File: config.mk
export PLATFORM = sky130hd
export DESIGN_NAME = phy_start_scheduler_flat
export DESIGN_NICKNAME = d
export VERILOG_FILES = /design/src/rtl/phy_start_scheduler_pkg.sv /design/src/rtl/phy_start_scheduler_if.sv /design/src/rtl/phy_start_scheduler_rr_pick.sv /design/src/rtl/phy_start_scheduler.sv /design/src/flat_wrapper.sv
export SDC_FILE = /design/constraint.sdc
export NUM_CORES = 1
export LEC_CHECK = 0
export ABC_AREA = 1
export CORE_UTILIZATION = 35
export DETAILED_ROUTE_END_ITERATION = 10
export GPL_ROUTABILITY_DRIVEN = 1
export GPL_TIMING_DRIVEN = 0
export PLACE_DENSITY = 0.58
export SYNTH_ARGS = -nofsm -noshare
export SYNTH_HDL_FRONTEND = slang
export SYNTH_SLANG_ARGS = --single-unit
File: constraint.sdc
create_clock -name clk -period 4.1 [get_ports clk]
set_input_delay 0.615 -clock clk [delete_from_list [all_inputs] [get_ports clk]]
set_output_delay 0.615 -clock clk [all_outputs]
set_load 0.02 [all_outputs]
File: src/rtl/phy_start_scheduler_pkg.sv
// Shared types and sizing helpers for the PHY transmit-start scheduler.
package phy_ctrl_pkg;

    typedef enum logic [2:0] {
        IDLE,
        START,
        WINDOW,
        WAIT_DONE,
        GUARD
    } state_t;

    localparam int unsigned N_REQ_DEF = 4;

    // Index width for n requesters; never narrower than one bit.
    function automatic int unsigned idx_width(input int unsigned n);
        return (n > 1) ? $clog2(n) : 1;
    endfunction

    localparam int unsigned IDX_W_DEF = idx_width(N_REQ_DEF);

endpackage

File: src/rtl/phy_start_scheduler_if.sv
// Request/grant bundle between MAC-side frame sources and the start scheduler.
interface phy_start_scheduler_if
    import phy_ctrl_pkg::*;
#(
    parameter int unsigned N_REQ = N_REQ_DEF,
    parameter int unsigned IDX_W = idx_width(N_REQ)
);

    logic [N_REQ-1:0] req;
    logic             tx_done;
    logic [N_REQ-1:0] grant;
    logic [IDX_W-1:0] grant_idx;
    logic             start_pulse;
    logic             start_window;
    logic             busy;
    logic             timeout_err;

    modport master (
        output req, tx_done,
        input  grant, grant_idx, start_pulse, start_window, busy, timeout_err
    );

    modport slave (
        input  req, tx_done,
        output grant, grant_idx, start_pulse, start_window, busy, timeout_err
    );

endinterface

File: src/rtl/phy_start_scheduler_rr_pick.sv
// Combinational round-robin selector: first set request at or after rr_ptr, wrapping.
module rr_pick
    import phy_ctrl_pkg::*;
#(
    parameter int unsigned N_REQ = N_REQ_DEF,
    parameter int unsigned IDX_W = idx_width(N_REQ)
) (
    input  logic [N_REQ-1:0] req,
    input  logic [IDX_W-1:0] rr_ptr,
    output logic             found,
    output logic [IDX_W-1:0] idx,
    output logic [N_REQ-1:0] onehot
);

    int unsigned pos;

    // Scan N_REQ positions starting at rr_ptr; the first hit wins.
    always_comb begin
        found  = 1'b0;
        idx    = '0;
        onehot = '0;
        pos    = 0;
        for (int unsigned i = 0; i < N_REQ; i++) begin
            pos = (32'(rr_ptr) + i) % N_REQ;
            if (!found && req[pos]) begin
                found       = 1'b1;
                idx         = IDX_W'(pos);
                onehot[pos] = 1'b1;
            end
        end
    end

endmodule

File: src/rtl/phy_start_scheduler.sv
// PHY transmit-start scheduler: round-robin grant, start pulse/window,
// hold until tx_done, then an inter-frame guard gap.
// Optional watchdog enabled by defining PHY_START_TIMEOUT_EN.
module phy_start_scheduler
    import phy_ctrl_pkg::*;
#(
    parameter int unsigned N_REQ          = 4,
    parameter int unsigned HOLD_CYCLES    = 58,
    parameter int unsigned GAP_CYCLES     = 8,
    parameter int unsigned TIMEOUT_CYCLES = 1024,
    parameter int unsigned CNT_W          = 16
) (
    input logic                  clk,
    input logic                  rst,
    phy_start_scheduler_if.slave bus
);

    localparam int unsigned IDX_W = idx_width(N_REQ);
    // Counters never need to go past the longest interval the block measures.
    localparam int unsigned CNT_CEIL_I =
        (HOLD_CYCLES >= GAP_CYCLES && HOLD_CYCLES >= TIMEOUT_CYCLES) ? HOLD_CYCLES :
        (GAP_CYCLES >= TIMEOUT_CYCLES) ? GAP_CYCLES : TIMEOUT_CYCLES;
    localparam logic [CNT_W-1:0] CNT_CEIL = CNT_W'(CNT_CEIL_I);
    localparam logic [CNT_W-1:0] CNT_ONE  = CNT_W'(1);
    localparam logic [CNT_W-1:0] HOLD_LIM = CNT_W'(HOLD_CYCLES);
    localparam logic [CNT_W-1:0] GAP_LIM  = CNT_W'(GAP_CYCLES);
    localparam logic [IDX_W-1:0] IDX_LAST = IDX_W'(N_REQ - 1);

    function automatic logic [CNT_W-1:0] sat_inc(input logic [CNT_W-1:0] v);
        return (v >= CNT_CEIL) ? v : v + 1'b1;
    endfunction

    state_t           state;
    state_t           state_n;
    logic [IDX_W-1:0] rr_ptr;
    logic [CNT_W-1:0] phase_cnt;
    logic             done_lat;
    logic             done_seen;
    logic             wd_expired;
    logic             timeout_hit;
    logic             pick_found;
    logic [IDX_W-1:0] pick_idx;
    logic [N_REQ-1:0] pick_onehot;

    rr_pick #(
        .N_REQ (N_REQ),
        .IDX_W (IDX_W)
    ) u_rr_pick (
        .req    (bus.req),
        .rr_ptr (rr_ptr),
        .found  (pick_found),
        .idx    (pick_idx),
        .onehot (pick_onehot)
    );

`ifdef PHY_START_TIMEOUT_EN
    localparam logic [CNT_W-1:0] TO_LIM = CNT_W'(TIMEOUT_CYCLES);
    logic [CNT_W-1:0] wd_cnt;

    // Watchdog: 1 in the START cycle, counts through WINDOW/WAIT_DONE, idle otherwise.
    always_ff @(posedge clk) begin
        if (rst)
            wd_cnt <= '0;
        else if (state_n == START)
            wd_cnt <= CNT_ONE;
        else if (state_n == WINDOW || state_n == WAIT_DONE)
            wd_cnt <= sat_inc(wd_cnt);
        else
            wd_cnt <= '0;
    end

    assign wd_expired = (wd_cnt >= TO_LIM);
`else
    assign wd_expired = 1'b0;
`endif

    // State register.
    always_ff @(posedge clk) begin
        if (rst)
            state <= IDLE;
        else
            state <= state_n;
    end

    // Next-state logic; a tx_done in the final window cycle counts as latched.
    always_comb begin
        state_n     = state;
        timeout_hit = 1'b0;
        done_seen   = done_lat | bus.tx_done;
        case (state)
            IDLE: begin
                if (pick_found)
                    state_n = START;
            end
            START, WINDOW: begin
                if (wd_expired && !done_seen) begin
                    state_n     = GUARD;
                    timeout_hit = 1'b1;
                end else if (phase_cnt >= HOLD_LIM)
                    state_n = done_seen ? GUARD : WAIT_DONE;
                else
                    state_n = WINDOW;
            end
            WAIT_DONE: begin
                if (bus.tx_done)
                    state_n = GUARD;
                else if (wd_expired) begin
                    state_n     = GUARD;
                    timeout_hit = 1'b1;
                end
            end
            GUARD: begin
                if (phase_cnt >= GAP_LIM)
                    state_n = IDLE;
            end
            default: state_n = IDLE;
        endcase
    end

    // Grant capture, rr pointer, shared window/gap counter, done latch, registered outputs.
    always_ff @(posedge clk) begin
        if (rst) begin
            rr_ptr           <= '0;
            phase_cnt        <= '0;
            done_lat         <= 1'b0;
            bus.grant        <= '0;
            bus.grant_idx    <= '0;
            bus.start_pulse  <= 1'b0;
            bus.start_window <= 1'b0;
            bus.busy         <= 1'b0;
            bus.timeout_err  <= 1'b0;
        end else begin
            if (state == IDLE && pick_found) begin
                bus.grant     <= pick_onehot;
                bus.grant_idx <= pick_idx;
                rr_ptr        <= (pick_idx == IDX_LAST) ? '0 : pick_idx + 1'b1;
            end else if (state_n == GUARD || state_n == IDLE) begin
                bus.grant <= '0;
            end

            if (state_n == START || (state_n == GUARD && state != GUARD))
                phase_cnt <= CNT_ONE;
            else if (state_n == WINDOW || state_n == GUARD)
                phase_cnt <= sat_inc(phase_cnt);

            if (state == START || state == WINDOW)
                done_lat <= done_lat | bus.tx_done;
            else
                done_lat <= 1'b0;

            bus.start_pulse  <= (state_n == START);
            bus.start_window <= (state_n == START) || (state_n == WINDOW);
            bus.busy         <= (state_n != IDLE);
            bus.timeout_err  <= timeout_hit;
        end
    end

endmodule

File: src/flat_wrapper.sv
// flat-port wrapper written by rule: the top's interface ports become plain ports
module phy_start_scheduler_flat import phy_ctrl_pkg::*;
#(
    parameter int unsigned N_REQ          = 4,
    parameter int unsigned HOLD_CYCLES    = 58,
    parameter int unsigned GAP_CYCLES     = 8,
    parameter int unsigned TIMEOUT_CYCLES = 1024,
    parameter int unsigned CNT_W          = 16
)
  (clk, rst, bus_req, bus_tx_done, bus_grant, bus_grant_idx, bus_start_pulse, bus_start_window, bus_busy, bus_timeout_err);
  phy_start_scheduler_if #(.N_REQ(N_REQ)) bus_i ();
  input logic clk;
  input logic rst;
  input wire logic [$bits(bus_i.req)-1:0] bus_req;
  input wire logic [$bits(bus_i.tx_done)-1:0] bus_tx_done;
  output wire logic [$bits(bus_i.grant)-1:0] bus_grant;
  output wire logic [$bits(bus_i.grant_idx)-1:0] bus_grant_idx;
  output wire logic [$bits(bus_i.start_pulse)-1:0] bus_start_pulse;
  output wire logic [$bits(bus_i.start_window)-1:0] bus_start_window;
  output wire logic [$bits(bus_i.busy)-1:0] bus_busy;
  output wire logic [$bits(bus_i.timeout_err)-1:0] bus_timeout_err;
  assign bus_i.req = bus_req;
  assign bus_i.tx_done = bus_tx_done;
  assign bus_grant = bus_i.grant;
  assign bus_grant_idx = bus_i.grant_idx;
  assign bus_start_pulse = bus_i.start_pulse;
  assign bus_start_window = bus_i.start_window;
  assign bus_busy = bus_i.busy;
  assign bus_timeout_err = bus_i.timeout_err;
  phy_start_scheduler #(.N_REQ(N_REQ), .HOLD_CYCLES(HOLD_CYCLES), .GAP_CYCLES(GAP_CYCLES), .TIMEOUT_CYCLES(TIMEOUT_CYCLES), .CNT_W(CNT_W)) u_core (.clk(clk), .rst(rst), .bus(bus_i));
endmodule
==> results_dict.tcl, run 1 <==
set metrics [dict create \
    min_from "u_core.phase_cnt[15]$_SDFFE_PP0P_" \
    ctsHoldBuffers 0 \
    ys_warn_count 0 \
    period_minus_slack_ns 2.426 \
    crit_fanout 11 \
    hp-class "register to register" \
    viasPerCell 4.607 \
    period_share_pct 59.16 \
    grt_use_total_pct 14.20 \
    synth_most_common_cell "nand2_1" \
    synth_ff_type "dfxtp_1" \
    dieWidth_um 76.25 \
    die_h_um 76.25 \
    synth_top_area_cell "dfxtp_1" \
    grt_pass1_wl_um 6727 \
    cts_setup_buffers 0 \
    pin_count 17 \
    place_area_um2 2157 \
    crit_path_start_kind "register" \
    cts_tree "done" \
    synthDistinctLibCells 29 \
    cts-root-buf "clkbuf_8" \
    max_freq_mhz 412.2 \
    drc 0 \
    rows 26 \
    grt_overflow 0 \
    fillers 543 \
    ys_seq_area_share_pct 32.17 \
    routed_wl_um 3823 \
    path_class "register to register" \
    seqCellArea_um2 620.6 \
    cts_resized 0 \
    htree_levels 2 \
    finalSetupViolCount 0 \
    dieArea_um2 5813 \
    vdd_ir_drop_max_v 0.0002661 \
    post_drt_wl_per_cell_um 10.50 \
    grt_setup_unrepaired "false" \
    end_kind "register" \
    cts_buffer_depth 2 \
    syn_nets 290 \
    num-nets-final 311 \
    p_total_mw 1.451 \
    drt_iter0_drc 94 \
    hpwl_um 2815 \
    syn_inst 273 \
    hold_viol_final 0 \
    via_count 1677 \
    portBuffers 14 \
    cts.sinks 31 \
    worst_ep_arrival_time_ns 2.61 \
    power_leakage_nw 0.9435 \
    fin_area_um2 2245 \
    clkTransAtPathRegs_ns 0.06 \
    synth_top_area_share_pct 32.17 \
    syn2layout_area_growth_pct 16.34 \
    grt_start_max_net_pins 12 \
    synthArstFlopShare_pct 0 \
    yosys-top-cells-area "dfxtp_1 32%, nand2_1 11%, nand3_1 8.0%" \
    drv_cap 0 \
    gp_congestion 0.7668 \
    required_ns 4.29 \
    drive_above_1_share_pct 15.31 \
    ys_ff_latch 31 \
    avgSynthCellArea_um2 7.067 \
    grt_pass1_vias 1535 \
    finClkSkew_ns 0.005863 \
    synth_edf_count 0 \
    antenna_found_initial 0 \
    multi_input_area_um2 1104 \
    status "finished, final reports clean" \
    drv_slew 0 \
    synthTopCellsByCount "56 x nand2_1, 37 x inv_1, 31 x dfxtp_1, 31 x nand3_1, 31 x nor2_1" \
    drt_first_pass_iters 4 \
    syn_area_um2 1929 \
    setup_tns_ns 0 \
    insertion_delay_ns 0.29 \
    initial_core_util_pct 37.07 \
    antenna_left 0 \
    power_density_nw_per_um2 646.5 \
    core_um2 5205 \
    diodes 0 \
    cts-buffers-inserted 5 \
]
## sequential cells by signal, summed over array words and instances, names as in the netlist, named ones only
register	count
u_core.phase_cnt	16
u_core.bus.start_window	1
u_core.state	3
u_core.bus.busy	1
u_core.bus.grant_idx	2
u_core.bus.grant	4
u_core.bus.start_pulse	1
u_core.done_lat	1
u_core.rr_ptr	1
## per-layer routing
metal / global-route usage, % / vias up / part of all wire [%]
met3: 2.515 / 8 / 2.1
met1: 18.21 / 740 / 51
met4: 6.923 / 0 / 2.3
li1: - / 911 / -
met2: 22.88 / 18 / 44
met5: 0 / - / 0
## critical path, cell delays in order, from the launching register on
cell	delay (ns)
dfxtp_1	0.58
inv_2	0.20
ha_1	0.38
inv_1	0.12
nand3_1	0.10
nand2_2	0.14
inv_2	0.06
nor2_4	0.13
nand2_2	0.10
inv_2	0.10
nand3_1	0.07
nand2_1	0.11
inv_1	0.05
nand2_1	0.06
nand3_1	0.06
nand2_1	0.05
inv_1	0.03
## worst paths after layout
kind	to	slack, ns	cells past startpoint
setup reg to reg	u_core.rr_ptr[1]$_SDFFE_PP0P_	1.67	16
setup / recovery	u_core.rr_ptr[1]$_SDFFE_PP0P_	1.67	16
hold / removal	u_core.phase_cnt[15]$_SDFFE_PP0P_	0.43	2
hold reg to reg	u_core.phase_cnt[15]$_SDFFE_PP0P_	0.43	2
## area by class of cell
type / instances / area share, %
multi-input combinational: 194 / 49.16
inverter: 42 / 7.135
sequential: 31 / 27.65
timing repair buffer: 14 / 6.243
tap: 70 / 3.902
clock inverter: 1 / 0.2230
buffer: 6 / 2.007
clock buffer: 6 / 3.679
## layout by cell type, fill, tap and decap left out, types with 6 or more instances in the layout
cell type        netlist  final
inv_1                 37     37
clkdlybuf4s50_1        0     14
nand2_2                6      6
nand2_1               56     56
ha_1                  10     10
a21oi_1               15     15
nand3_1               31     31
nand3_2               11     11
a21oi_2                7      7
dfxtp_1               31     31
clkbuf_8               0      6
nor2_1                31     31
## logic make-up after synthesis
| kind of cell | Yosys count | share of synthesized area (%) |
|---|---|---|
| flip-flops | 31 | 32.17 |
| AO/OA/AOI/OAI | 29 | 9.209 |
| other | 1 | 0.1944 |
| AND/OR/NAND/NOR | 149 | 39.04 |
| buffers and inverters | 48 | 10.64 |
| XOR/XNOR | 5 | 2.270 |
| adder cells (fa/ha/maj) | 10 | 6.485 |
## where the power goes
part | total [mW] | internal, mW | switching [mW]
clock network | 0.244 | 0.131 | 0.113
logic | 0.796 | 0.274 | 0.522
registers | 0.410 | 0.363 | 0.0478
total | 1.45 | 0.768 | 0.683
## metrics by stage
| step | utilization (%) | hold slack, ns | cells | setup slack, ns |
|---|---|---|---|---|
| after global routing | 43.13 | 0.4422 | 364 | 1.417 |
| after global placement | 41.44 | 0.4166 | 357 | 1.674 |
| after CTS | 43.13 | 0.4283 | 364 | 1.674 |
| final | 43.13 | 0.4267 | 364 | 1.674 |
| after floorplan | - | 0.4083 | 273 | 2.047 |
| after detailed placement | 41.44 | 0.4186 | 357 | 1.683 |
(Power assumes the default switching activity.)
==> run 2, diff against run 1 <==
==> constraint.sdc (replaced) <==
create_clock -name clk -period 2.5 [get_ports clk]
set_input_delay 0.375 -clock clk [delete_from_list [all_inputs] [get_ports clk]]
set_output_delay 0.375 -clock clk [all_outputs]
set_load 0.02 [all_outputs]
==> run 2 against run 1 <==
Global-route usage did not move. Wire length unchanged. Via count unchanged. Non-clock buffer count unchanged. Critical endpoint unchanged.
==> results_dict.tcl, run 2 (synthesis gave the netlist of run 1 again) <==
set metrics [dict create \
    final_cell_mix "56 x nand2_1, 37 x inv_1, 31 x nand3_1, 31 x nor2_1, 29 x dfxtp_1" \
    path_class "register to register" \
    mostFrequentLayoutCell "nand2_1" \
    via_count 1677 \
    routed_wl_um 3823 \
    pre_cts_slack_ns 0.09719 \
    worst_ep_arrival_time_ns 2.44 \
    cts_buffer_depth 2 \
    grt_start_max_net_pins 12 \
    status "finished, final reports clean" \
    max_freq_mhz 444.4 \
    drv_slew 0 \
    cp_slowest_cell "dfxtp_2" \
    place_area_um2 2157 \
    drive_above_1_share_pct 15.99 \
    pin_count 17 \
    fillers 541 \
    insertion_delay_ns 0.29 \
    grt_use_total_pct 14.20 \
    largest-register "u_core.phase_cnt" \
    cts.sinks 31 \
    drc 0 \
    required_ns 2.69 \
    grt_pass1_vias 1535 \
    drt_first_pass_iters 4 \
    hpwl_um 2815 \
    ctsHoldBuffers 0 \
    largest_reg_flops 16 \
    hp-class "register to register" \
    period_minus_slack_ns 2.250 \
    period_share_pct 90.00 \
    finClkSkew_ns 0.005863 \
    power_leakage_nw 0.9442 \
    grt_overflow 0 \
    crit_path_start_kind "register" \
    antenna_left 0 \
    post_drt_wl_per_cell_um 10.50 \
    cts-buffers-inserted 5 \
    vdd_ir_drop_max_v 0.0004365 \
    htree_levels 2 \
    gp_congestion 0.7668 \
    antenna_found_initial 0 \
    portBuffers 14 \
    finalSetupViolCount 0 \
    setup_tns_ns 0 \
    fin_ws_ns 0.2499 \
    fin_area_um2 2247 \
    path_cells "inv_2, ha_1, inv_1, nand3_1, nand2_2, inv_2, nor2_4, nand2_2, inv_2, nand3_1, nand2_1, inv_1, nand2_1, nand3_1, nand2_1, inv_1" \
    p_total_mw 2.383 \
    drv_cap 0 \
    diodes 0 \
    initial_core_util_pct 37.07 \
    core_um2 5205 \
    end_kind "register" \
    power_density_nw_per_um2 1060 \
    dieWidth_um 76.25 \
    dieArea_um2 5813 \
    die_h_um 76.25 \
    slowest_delay_ns 0.46 \
    grt_pass1_wl_um 6727 \
    rows 26 \
    crit_fanout 11 \
    hold_viol_final 0 \
    grt_setup_unrepaired "false" \
    min_from "u_core.phase_cnt[15]$_SDFFE_PP0P_" \
    viasPerCell 4.607 \
    clkTransAtPathRegs_ns 0.06 \
    syn2layout_area_growth_pct 16.47 \
    num-nets-final 311 \
    cts-root-buf "clkbuf_8" \
    cts_tree "done" \
    largestRegisters "u_core.phase_cnt (16), u_core.bus.grant (4), u_core.state (3)" \
    drt_iter0_drc 94 \
    final_core_util_pct 43.17 \
]
[run 2: cell counts in the layout (fill, tap and decap cells not counted)]
Identical to the previous run, type by type.
[run 2: path summary, 6_finish.rpt]
path	endpoint	slack, ns	cells after the start
setup / recovery	u_core.rr_ptr[1]$_SDFFE_PP0P_	0.25	16
setup reg to reg	u_core.rr_ptr[1]$_SDFFE_PP0P_	0.25	16
hold / removal	u_core.phase_cnt[15]$_SDFFE_PP0P_	0.43	2
hold reg to reg	u_core.phase_cnt[15]$_SDFFE_PP0P_	0.43	2
[run 2: final cells by class]
| cell class | count | area [um2] | share of cell area, % |
|---|---|---|---|
| Clock inverter | 1 | 5.005 | 0.2227 |
| Inverter | 42 | 160.2 | 7.127 |
| Tap cell | 70 | 87.58 | 3.898 |
| Timing Repair Buffer | 14 | 140.1 | 6.236 |
| Buffer | 6 | 45.04 | 2.004 |
| Multi-Input combinational cell | 194 | 1104 | 49.11 |
| Clock buffer | 6 | 82.58 | 3.675 |
| Sequential cell | 31 | 623.1 | 27.73 |
[run 2: power by group]
| part | internal [mW] | switching, mW | total (mW) |
|---|---|---|---|
| registers | 0.597 | 0.0784 | 0.676 |
| logic | 0.450 | 0.857 | 1.31 |
| clock network | 0.216 | 0.185 | 0.401 |
| total | 1.26 | 1.12 | 2.38 |
[run 2: routing by layer]
layer,track usage (%),share of wire (%),vias to the layer above,wire (um)
met5,0,0,-,0
met4,6.923,2.3,0,88
met3,2.515,2.1,8,79
met2,22.88,44,18,1686
met1,18.21,51,740,1968
li1,-,-,911,-
[run 2: worst max-delay path: cells and delay by family, from the launching register on]
kind	cells	cell delay [ns]
adders and majority gates	1	0.36
buffers and inverters	6	0.52
DFF	1	0.46
and+or+nand+nor	9	0.82
[run 2: through the flow]
stage | hold slack (ns) | std cells
after global routing | 0.4422 | 364
after detailed placement | 0.4186 | 357
final | 0.4267 | 364
after global placement | 0.4166 | 357
after floorplan | 0.4083 | 273
after CTS | 0.4283 | 364
[run 2: timing repair]
| item | CTS | global route |
|---|---|---|
| gates resized for setup | 0 | 2 |
| buffers inserted | 0 | 0 |
| setup endpoints to repair | 0 | 21 |
==> run 3, diff against run 2 <==
--- a/config.mk
+++ b/config.mk
@@ -10,7 +10,9 @@
 export DETAILED_ROUTE_END_ITERATION = 10
 export GPL_ROUTABILITY_DRIVEN = 1
 export GPL_TIMING_DRIVEN = 0
+export MAX_ROUTING_LAYER = met4
 export PLACE_DENSITY = 0.58
+export SLEW_MARGIN = 30
 export SYNTH_ARGS = -nofsm -noshare
 export SYNTH_HDL_FRONTEND = slang
 export SYNTH_SLANG_ARGS = --single-unit
==> run 3 against run 2 <==
Design area did not move. Critical path depth stayed put. Sequential cell count unchanged. Clock power is essentially flat. Clock skew about the same. First-iteration DRC count unchanged. Worst setup slack did not move. Non-clock buffer count is the same. Total power about the same. Final cell count did not move. Combinational power is essentially flat. Critical path type unchanged.
==> results_dict.tcl, run 3 (synthesis gave the netlist of run 1 again) <==
set metrics [dict create \
    status "finished, final reports clean" \
    cts_buffer_depth 2 \
    power_leakage_nw 0.9442 \
    grt_use_total_pct 14.61 \
    top_layer_used "met4" \
    finalSetupViolCount 0 \
    hold_viol_final 0 \
    mostFrequentLayoutCell "nand2_1" \
    cts-root-buf "clkbuf_8" \
    ctsHoldBuffers 0 \
    grt_overflow 0 \
    antenna_found_initial 0 \
    diodes 0 \
    required_ns 2.69 \
    setup_tns_ns 0 \
    largest-register "u_core.phase_cnt" \
    viasPerCell 4.604 \
    ff2ff_path_depth 16 \
    min_from "u_core.phase_cnt[15]$_SDFFE_PP0P_" \
    grt_setup_unrepaired "false" \
    initial_core_util_pct 37.07 \
    pre_cts_slack_ns 0.09719 \
    worst_ep_arrival_time_ns 2.44 \
    r2r-end "u_core.rr_ptr[1]$_SDFFE_PP0P_" \
    dieWidth_um 76.25 \
    via_count 1676 \
    hp-class "register to register" \
    insertion_delay_ns 0.29 \
    routed_wl_um 3822 \
    power_density_nw_per_um2 1060 \
    wl_met3_um 80 \
    cts.sinks 31 \
    final_core_util_pct 43.17 \
    cp_slowest_cell "dfxtp_2" \
    post_drt_wl_per_cell_um 10.50 \
    final_cell_mix "56 x nand2_1, 37 x inv_1, 31 x nand3_1, 31 x nor2_1, 29 x dfxtp_1" \
    path_class "register to register" \
    antenna_left 0 \
    cts_setup_buffers 0 \
    htree_levels 2 \
    slowest_delay_ns 0.46 \
    crit_path_start_kind "register" \
    m1WireLength_um 1967 \
    end_kind "register" \
    die_h_um 76.25 \
    gp_congestion 0.7771 \
    grt_start_max_net_pins 12 \
    pin_count 17 \
    cts_tree "done" \
    period_share_pct 90.00 \
    crit_fanout 11 \
    max_freq_mhz 444.4 \
    crit_family "simple AND/OR/NAND/NOR gates" \
    largest_reg_flops 16 \
    portBuffers 14 \
    period_minus_slack_ns 2.250 \
    drt_first_pass_iters 4 \
    drc 0 \
    largestRegisters "u_core.phase_cnt (16), u_core.bus.grant (4), u_core.state (3)" \
    met2_length_um 1686 \
    fin_ws_ns 0.2499 \
    path_cells "inv_2, ha_1, inv_1, nand3_1, nand2_2, inv_2, nor2_4, nand2_2, inv_2, nand3_1, nand2_1, inv_1, nand2_1, nand3_1, nand2_1, inv_1" \
    grt_pass1_vias 1534 \
    rrSetupSlack_ns 0.25 \
    drv_slew 0 \
    num-nets-final 311 \
    grt_pass1_wl_um 6734 \
    hold_depth 2 \
    vdd_ir_drop_max_v 0.0004365 \
    syn2layout_area_growth_pct 16.47 \
    hpwl_um 2815 \
    dieArea_um2 5813 \
    drt_iter0_drc 94 \
    clkTransAtPathRegs_ns 0.06 \
    core_um2 5205 \
    rows 26 \
    cts-buffers-inserted 5 \
    drv_cap 0 \
    drive_above_1_share_pct 15.99 \
    cp_num_buf_inv 6 \
    hold_end "u_core.phase_cnt[15]$_SDFFE_PP0P_" \
    finClkSkew_ns 0.006099 \
]
## run 3: repair_timing
item | 4_1_cts | 5_1_grt
endpoints found under the setup margin | 0 | 21
endpoints found under the hold margin | 0 | 0
resized for setup | 0 | 2
## run 3: worst max-delay path by stage
stage	end	slack, ns	start	depth (start not counted)
finish	u_core.rr_ptr[1]$_SDFFE_PP0P_	0.25	register	16
global route	u_core.rr_ptr[1]$_SDFFE_PP0P_	0.01	register	16
CTS	u_core.rr_ptr[1]$_SDFFE_PP0P_	0.07	register	16
detailed placement	u_core.rr_ptr[1]$_SDFFE_PP0P_	0.1	register	16
global placement	u_core.phase_cnt[8]$_SDFFE_PP0P_	0.09	register	12
floorplan	u_core.rr_ptr[1]$_SDFFE_PP0P_	0.45	register	16
## run 3: final cells by class
| type | count | area [um2] |
|---|---|---|
| fill | 541 | 2958 |
| tap | 70 | 87.58 |
| sequential | 31 | 623.1 |
| timing repair buffer | 14 | 140.1 |
| inverter | 42 | 160.2 |
| clock buffer | 6 | 82.58 |
| clock inverter | 1 | 5.005 |
| multi-input combinational | 194 | 1104 |
| buffer | 6 | 45.04 |
## run 3: per-stage QoR
step           cell area, um2  hold WS [ns]  power, mW  cells
2_1_floorplan            1929        0.4083      1.662    273
3_3_place_gp             2157        0.4166      1.993    357
3_5_place_dp             2157        0.4186      1.995    357
4_1_cts                  2245        0.4283      2.400    364
5_1_grt                  2247        0.4422      2.595    364
6_report                 2247        0.4267      2.383    364
## run 3: metal layers
metal / vias up / GRT usage [%]
li1: 911 / -
met1: 739 / 18.21
met2: 18 / 22.88
met3: 8 / 2.515
met4: 0 / 6.923
met5: - / -
## run 3: worst register-to-register path: cells and delay by family, from the launching register on
kind          cells  cell delay (ns)
simple gates      9             0.82
buf+inv           6             0.52
flops             1             0.46
fa+ha+maj         1             0.36
## run 3: power by group
group,internal [mW],leakage [nW],switching [mW]
clock network,0.216,0.0470,0.185
logic,0.450,0.644,0.857
registers,0.597,0.253,0.0784
